`src/rtl/tile_fill_dma.sv`:
```
// tile_fill_dma: fills a rectangle of the square tile map with a tile index by
// issuing one byte-strobed word write per tile to the tile memory window.
//
// Handshakes: a transfer happens on a rising clk edge where valid && ready.
// cmd_valid/cmd_ready accepts a command only while idle. mem_valid, once
// raised, holds with stable mem_addr/mem_wdata/mem_wstrb until mem_ready is
// seen; it is never withdrawn early (abort included), only by reset.
module tile_fill_dma #(
  parameter logic [31:0] TILE_BASE = 32'h0520_0000,
  parameter int          MAP_BITS  = 6
) (
  input  logic                clk,
  input  logic                resetn,
  input  logic                cmd_valid,
  output logic                cmd_ready,
  input  logic [MAP_BITS-1:0] cmd_x,
  input  logic [MAP_BITS-1:0] cmd_y,
  input  logic [MAP_BITS:0]   cmd_w,
  input  logic [MAP_BITS:0]   cmd_h,
  input  logic [5:0]          cmd_tile,
  input  logic                cmd_incr,
  input  logic                abort,
  output logic                busy,
  output logic                done,
  output logic                mem_valid,
  input  logic                mem_ready,
  output logic [31:0]         mem_addr,
  output logic [31:0]         mem_wdata,
  output logic [3:0]          mem_wstrb,
  output logic [1:0]          dbg_state
);

  localparam int PAD = 32 - 2 * MAP_BITS - 2;
  localparam logic [MAP_BITS:0] CNT_ONE = 1;

  typedef enum logic [1:0] {
    IDLE  = 2'd0,
    ISSUE = 2'd1,
    DONE  = 2'd2
  } state_t;

  state_t              state, state_n;
  logic [MAP_BITS-1:0] x0, x0_n, y0, y0_n;
  logic [MAP_BITS:0]   w, w_n, h, h_n;
  logic [MAP_BITS:0]   col, col_n, row, row_n;
  logic [5:0]          tile, tile_n;
  logic                incr, incr_n;
  logic                abort_q, abort_n;
  logic                handshake, last_write;
  logic [MAP_BITS-1:0] col_abs, row_abs;
  logic [31:0]         addr_n;

  assign busy      = (state != IDLE);
  assign cmd_ready = (state == IDLE);
  assign done      = (state == DONE);
  assign dbg_state = state;

  assign handshake  = mem_valid && mem_ready;
  assign last_write = (col == w - CNT_ONE) && (row == h - CNT_ONE);

  // Next-state and command-context update; abort is sticky only while busy.
  always_comb begin
    state_n = state;
    x0_n    = x0;
    y0_n    = y0;
    w_n     = w;
    h_n     = h;
    col_n   = col;
    row_n   = row;
    tile_n  = tile;
    incr_n  = incr;
    abort_n = abort_q;
    case (state)
      IDLE: begin
        abort_n = 1'b0;
        if (cmd_valid) begin
          x0_n    = cmd_x;
          y0_n    = cmd_y;
          w_n     = cmd_w;
          h_n     = cmd_h;
          tile_n  = cmd_tile;
          incr_n  = cmd_incr;
          col_n   = '0;
          row_n   = '0;
          state_n = (cmd_w == '0 || cmd_h == '0) ? DONE : ISSUE;
        end
      end
      ISSUE: begin
        if (abort) abort_n = 1'b1;
        if (handshake) begin
          if (incr) tile_n = tile + 6'd1;
          if (col == w - CNT_ONE) begin
            col_n = '0;
            row_n = row + CNT_ONE;
          end else begin
            col_n = col + CNT_ONE;
          end
          if (last_write || abort_q || abort) state_n = DONE;
        end
      end
      DONE:    state_n = IDLE;
      default: state_n = IDLE;
    endcase
  end

  // Address of the write that will be presented next; coordinates wrap at the map edge.
  always_comb begin
    col_abs = x0_n + col_n[MAP_BITS-1:0];
    row_abs = y0_n + row_n[MAP_BITS-1:0];
    addr_n  = TILE_BASE + {{PAD{1'b0}}, row_abs, col_abs, 2'b00};
  end

  // State, command context and registered bus outputs.
  always_ff @(posedge clk or negedge resetn) begin
    if (!resetn) begin
      state     <= IDLE;
      x0        <= '0;
      y0        <= '0;
      w         <= '0;
      h         <= '0;
      col       <= '0;
      row       <= '0;
      tile      <= '0;
      incr      <= 1'b0;
      abort_q   <= 1'b0;
      mem_valid <= 1'b0;
      mem_addr  <= '0;
      mem_wdata <= '0;
      mem_wstrb <= '0;
    end else begin
      state     <= state_n;
      x0        <= x0_n;
      y0        <= y0_n;
      w         <= w_n;
      h         <= h_n;
      col       <= col_n;
      row       <= row_n;
      tile      <= tile_n;
      incr      <= incr_n;
      abort_q   <= abort_n;
      mem_valid <= (state_n == ISSUE);
      if (state_n == ISSUE) begin
        mem_addr  <= addr_n;
        mem_wdata <= {26'b0, tile_n};
        mem_wstrb <= 4'b0001;
      end
    end
  end

endmodule

```
`config.mk`:
```
export PLATFORM = sky130hd
export DESIGN_NAME = tile_fill_dma
export DESIGN_NICKNAME = d
export VERILOG_FILES = /design/src/rtl/tile_fill_dma.sv
export SDC_FILE = /design/constraint.sdc
export NUM_CORES = 1
export LEC_CHECK = 0
export BUFFER_PORTS_ARGS = -buffer_cell sky130_fd_sc_hd__buf_2
export CORE_MARGIN = 2
export CORE_UTILIZATION = 53
export CTS_CLUSTER_SIZE = 28
export DETAILED_ROUTE_END_ITERATION = 8
export PLACE_DENSITY = 0.92
export RECOVER_POWER = 50
export SYNTH_ARGS = -nofsm -noshare
export SYNTH_HDL_FRONTEND = slang
export SYNTH_SLANG_ARGS = --single-unit
```
`constraint.sdc`:
```
create_clock -name clk -period 4.3 [get_ports clk]
set_input_delay 0.86 -clock clk [delete_from_list [all_inputs] [get_ports clk]]
set_output_delay 0.86 -clock clk [all_outputs]
set_load 0.05 [all_outputs]
```
### Yosys cells after proc, flatten, opt, wreduce, memory -nomap -nowiden

Cells that the tools add are included.

* multipliers: 0
* $add $sub $neg: 8
* reductions and logical operators: 14
* equal/unequal tests: 9
* magnitude comparators: 0
* bitwise operators: 0
* muxes and demuxes: 23
* shift-type cells: 0
* div/mod/pow operators: 0

Operators with widths (number)
* 6-bit two-way mux: 7
* 7-bit two-way mux: 6
* 27-bit by 14-bit adder with 28-bit output (first input constant): 1
* 7-bit case mux with 2 select lines: 2
* 7-bit by 1-bit adder with 7-bit output (second input constant): 2
* 7-bit equality test: 2
* 7-bit zero test: 2
* 7-bit by 1-bit subtractor with 7-bit output (second input constant): 2
* 6-bit adder: 2
* 6-bit case mux with 2 select lines: 1
* 2-bit two-way mux: 4
* 2-bit != test (second input constant): 4
* 6-bit by 1-bit adder with 6-bit output (second input constant): 1
* 2-bit by 1-bit equality test with 1-bit output (second input constant): 2
* 2-bit case mux with 2 select lines: 1
* 2-bit AND reduction: 2
* 4-bit AND reduction: 1
* 2-bit nonzero test: 2
* 1-bit logical OR: 3
* 3-bit AND reduction: 1
* 2-bit equality test (second input constant): 1
* 1-bit logical AND: 2
* 2-bit zero test: 1
* 1-bit case mux with 2 select lines: 1
* 1-bit two-way mux: 1

* output and inout port bits: 74
* input bits: 38
* RAM bits: 0
* logic and storage cells: 70
* bits in registers: 90
* memories kept: 0
* bits in read-only memories: 0
* latch bits: 0

### Longest topological paths before layout

* depth after elaboration: 9
* gate-level depth with buffers: 17
* depth with buffers taken out: 17

### Worst setup path after synthesis

OpenSTA, ideal clock, no wires.

* kind: reg2reg
* start point: register state[0] (netlist: dbg_state[0])
* end point: register mem_addr[13]
* arrival time: 3.699 ns
* setup slack: 0.476 ns
* buffers on the path: 3
* stages on the path, launching flop included: 16
* period minus slack after synthesis: 3.824 ns
* library setup time: 0.125 ns
* cells stage by stage: dfrtp_1 -> clkbuf_2 -> nor2_1 -> and2_1 -> clkbuf_1 -> buf_1 -> nand2_1 -> nand2_1 -> ha_1 -> a21oi_1 -> nor2b_1 -> o21ai_0 -> a21oi_1 -> xnor2_1 -> xnor2_1 -> mux2_4

* longest elaborated chain between the ends: 4

RTL lines
* start, declared: RTL line 42 `state_t state, state_n;`
* start signal, assigned: RTL line 131 `state <= state_n;`
* 2-bit zero test
* net cmd_ready: RTL line 15 `output logic cmd_ready,`
* 6-bit two-way mux: RTL line 73 `case (state)`
* net y0_n[1]: RTL line 43 `logic [MAP_BITS-1:0] x0, x0_n, y0, y0_n;`
* 6-bit adder: RTL line 109 `row_abs = y0_n + row_n[MAP_BITS-1:0];`
* 27-bit by 14-bit adder with 28-bit output: RTL line 110 `addr_n = TILE_BASE + {{PAD{1'b0}}, row_abs, col_abs, 2'b00};`
* end signal, assigned: RTL line 143 `mem_addr <= addr_n;`
* end, declared: RTL line 27 `output logic [31:0] mem_addr,`

The timed path passes the listed nets, and every way through them passes these cells.
A chain may end at the register's enable or synchronous reset.

### Final worst setup path

* start point: register w[0]
* end point: register mem_addr[13]

RTL lines
* start, declared: RTL line 44 `logic [MAP_BITS:0] w, w_n, h, h_n;`
* start signal, assigned: RTL line 134 `w <= w_n;`
* 7-bit by 1-bit subtractor with 7-bit output: RTL line 92 `if (col == w - CNT_ONE) begin`
* 7-bit equality test: RTL line 92
* 7-bit two-way mux: RTL line 92
* 7-bit two-way mux: RTL line 90 `if (handshake) begin`
* 7-bit case mux with 2 select lines: RTL line 73
* net row_n[1]: RTL line 45 `logic [MAP_BITS:0] col, col_n, row, row_n;`
* 6-bit adder: RTL line 109
* 27-bit by 14-bit adder with 28-bit output: RTL line 110

The timed path passes the listed nets, and every way through them passes these cells. The select of a mux whose other input is x is not followed.

==> results.json <==
{
  "worstHoldPathCells": 2,
  "die_w_um": 93.5,
  "grt_pass1_vias": 3245,
  "async_reset_ff_frac": 1.00,
  "p_sw_mw": 1.72,
  "crit_required_ns": 4.54,
  "grt_max_degree": 41,
  "drc": 0,
  "synthTopCellsByArea": "dfrtp_1, buf_4, nand2_1",
  "drv_cap": 1,
  "cp_data_arrival_time_ns": 4.13,
  "slew_viol_final": 32,
  "irDropWorstVdd_mv": 0.554,
  "dr.pass1.iters": 4,
  "fmax_ghz": 0.257,
  "whs_ns": 0.493,
  "diodes": 0,
  "post-route-min-period_ns": 3.89,
  "wl_um": 8980,
  "place_inst": 598,
  "clock_path_buffers": 2,
  "crit_path_start": "w[0]",
  "ys_types": 54,
  "rsz0062_at_grt": "false",
  "skew_ns": 0.00575,
  "first_iter_violations": 165,
  "htree_levels": 3,
  "seqPwrFrac": 0.316,
  "antenna_found_initial": 0,
  "crit_family": "compound AO/OA/AOI/OAI gates",
  "routedWlPerCell_um": 14.6,
  "swShare": 0.472,
  "portBuffers": 65,
  "hpwlAfterDp_um": 6870,
  "cts_tree": "yes",
  "synth_top_area_share": 0.413,
  "comb_power_share": 0.541,
  "hold_path_class": "flop to flop",
  "status": "complete, but fails checks",
  "final_cells": 614,
  "drtAntennaViolNets": 0,
  "crit_buf_inv": 1,
  "cp-start-kind": "flop",
  "die_h_um": 93.5,
  "synth_area_mm2": 0.00425,
  "grt_pass1_wl_um": 15000,
  "insertion_delay_ns": 0.36,
  "min_period_over_period": 0.905,
  "synthFlopType": "dfrtp_1",
  "numClockSinks": 70,
  "ys_seq_elements": 70,
  "root_buffer": "clkbuf_8",
  "p_clk_frac": 0.143,
  "finalNetCount": 562,
  "cts_buffers": 9,
  "core_mm2": 0.00773,
  "yosys-top-cells-count": "nand2_1, dfrtp_1, buf_4, xnor2_1, o21ai_0",
  "cellInternalPower_mw": 1.92,
  "dieArea_mm2": 0.00874,
  "clk_pin_slew_ns": 0.07,
  "r2r_end": "mem_addr[13]",
  "ctsResizeCount": 0,
  "path_cells": "inv_1 > ha_1 > or3b_1 > o2111ai_1 > nand3b_1 > a211o_4 > nor2_2 > o21ai_0 > ha_1 > a21oi_1 > nor2b_1 > o21ai_0 > a21oi_1 > xnor2_1 > xnor2_1 > mux2_4",
  "endpoint": "mem_addr[13]",
  "row_count": 32,
  "seq_area_frac_synth": 0.413,
  "r2r_setup_slack_ns": 0.41,
  "crit_cells": 16,
  "synth_edf_count": 0,
  "yosysWarnings": 0,
  "vias": 3236,
  "crit_fanout": 8,
  "p_per_area_mw_per_mm2": 783,
  "slowest_stage": "dfrtp_1",
  "ioPinCount": 112,
  "synthToLayoutAreaGrowth_pct": 9.49,
  "syn_avg_cell_area_um2": 9.58,
  "syn_inst": 443,
  "power_mw": 3.64,
  "slew_headroom": -0.116,
  "violations": "capacitance limit, slew limit",
  "drive_above_1_share": 0.199,
  "synth.most_common_cell": "nand2_1",
  "finalHoldViolCount": 0,
  "setup_viol": 0,
  "gp_congestion": 0.904,
  "worst-slew-pin-transition_ns": 1.67,
  "grt_overflow_total": 0,
  "post-cts-setup-buffers": 0,
  "post-route-util": 0.602,
  "tns_ns": 0,
  "grtUsageTotal": 0.221,
  "path_class": "flop to flop",
  "yosysTopAreaCell": "dfrtp_1",
  "start_util": 0.549,
  "vias_per_cell": 5.27,
  "postCtsHoldBufs": 0,
  "p_leak_nw": 2.34,
  "r2r_start": "w[0]",
  "max_stage_delay_ns": 0.51,
  "endpoint_kind": "flop",
  "rr_worst_depth": 16
}
-- final cells by class --
| type | count | area, µm² |
|---|---|---|
| Clock inverter | 6 | 62.6 |
| Multi-Input combinational cell | 342 | 2180 |
| Fill cell | 673 | 3080 |
| Sequential cell | 70 | 1750 |
| Inverter | 14 | 52.6 |
| Tap cell | 102 | 128 |
| Timing Repair Buffer | 70 | 349 |
| Clock buffer | 10 | 128 |
-- per-layer routing --
metal,share of wire,GRT usage,up-vias
li1,-,-,1536
met4,0.033,0.115,0
met2,0.49,0.362,129
met3,0.053,0.0387,26
met1,0.42,0.279,1545
met5,0,0,-
-- how the worst min path moves through the flow --
stage / start / end / slack, ns
final: x0[2] / x0[2] / 0.49
after global routing: y0[4] / y0[4] / 0.53
after CTS: x0[2] / x0[2] / 0.49
after detailed placement: x0[2] / x0[2] / 0.47
after global placement: x0[0] / x0[0] / 0.47
after floorplan: x0[0] / x0[0] / 0.45
-- cell usage in the layout (no fill, tap or decap), types with 13 or more instances in the layout --
master and n:
nand2_1 99, dfrtp_1 70, o21ai_0 18, inv_1 14, conb_1 46, buf_2 56
xnor2_1 19, nor2_1 13, ha_1 15, a21oi_1 14, mux2_4 17
-- stage by stage --
step	worst slack, ns	cell area, µm²
floorplan	0.476	4410
global placement	0.490	4470
detailed placement	0.291	4470
CTS	0.269	4660
global route	0.0397	4650
finish	0.409	4650
-- registers in the layout, summed over array words and instances (netlist names), 6 cells and up --
register / flops
mem_addr: 13
col: 7
h: 7
row: 7
w: 7
mem_wdata: 6
tile: 6
x0: 6
y0: 6
-- power by group through the flow --
| stage | Clock (mW) | Combinational (mW) | Sequential, mW |
|---|---|---|---|
| after floorplan | 0 | 1.31 | 1.43 |
| after global placement | 0 | 1.90 | 1.14 |
| after detailed placement | 0 | 1.97 | 1.15 |
| after CTS | 0.528 | 1.98 | 1.15 |
| after global routing | 0.554 | 2.14 | 1.18 |
| final | 0.519 | 1.97 | 1.15 |
-- worst reg2reg max path, stage by stage, from the launching register on --
cell	delay (ns)
dfrtp_1	0.51
inv_1	0.11
ha_1	0.28
or3b_1	0.36
o2111ai_1	0.08
nand3b_1	0.17
a211o_4	0.40
nor2_2	0.29
o21ai_0	0.27
ha_1	0.35
a21oi_1	0.14
nor2b_1	0.07
o21ai_0	0.14
a21oi_1	0.10
xnor2_1	0.14
xnor2_1	0.12
mux2_4	0.26
-- logic make-up after synthesis --
| family | Yosys count | synth area share |
|---|---|---|
| AOI/OAI and AO/OA | 60 | 0.0928 |
| adders and majority gates | 17 | 0.0536 |
| and+or+nand+nor | 162 | 0.179 |
| buffers and inverters | 76 | 0.115 |
| xor gates and xnor gates | 30 | 0.0619 |
| other | 1 | 0.000883 |
| DFF | 70 | 0.413 |
| muxes | 27 | 0.0837 |
(Power assumes the default switching activity.)
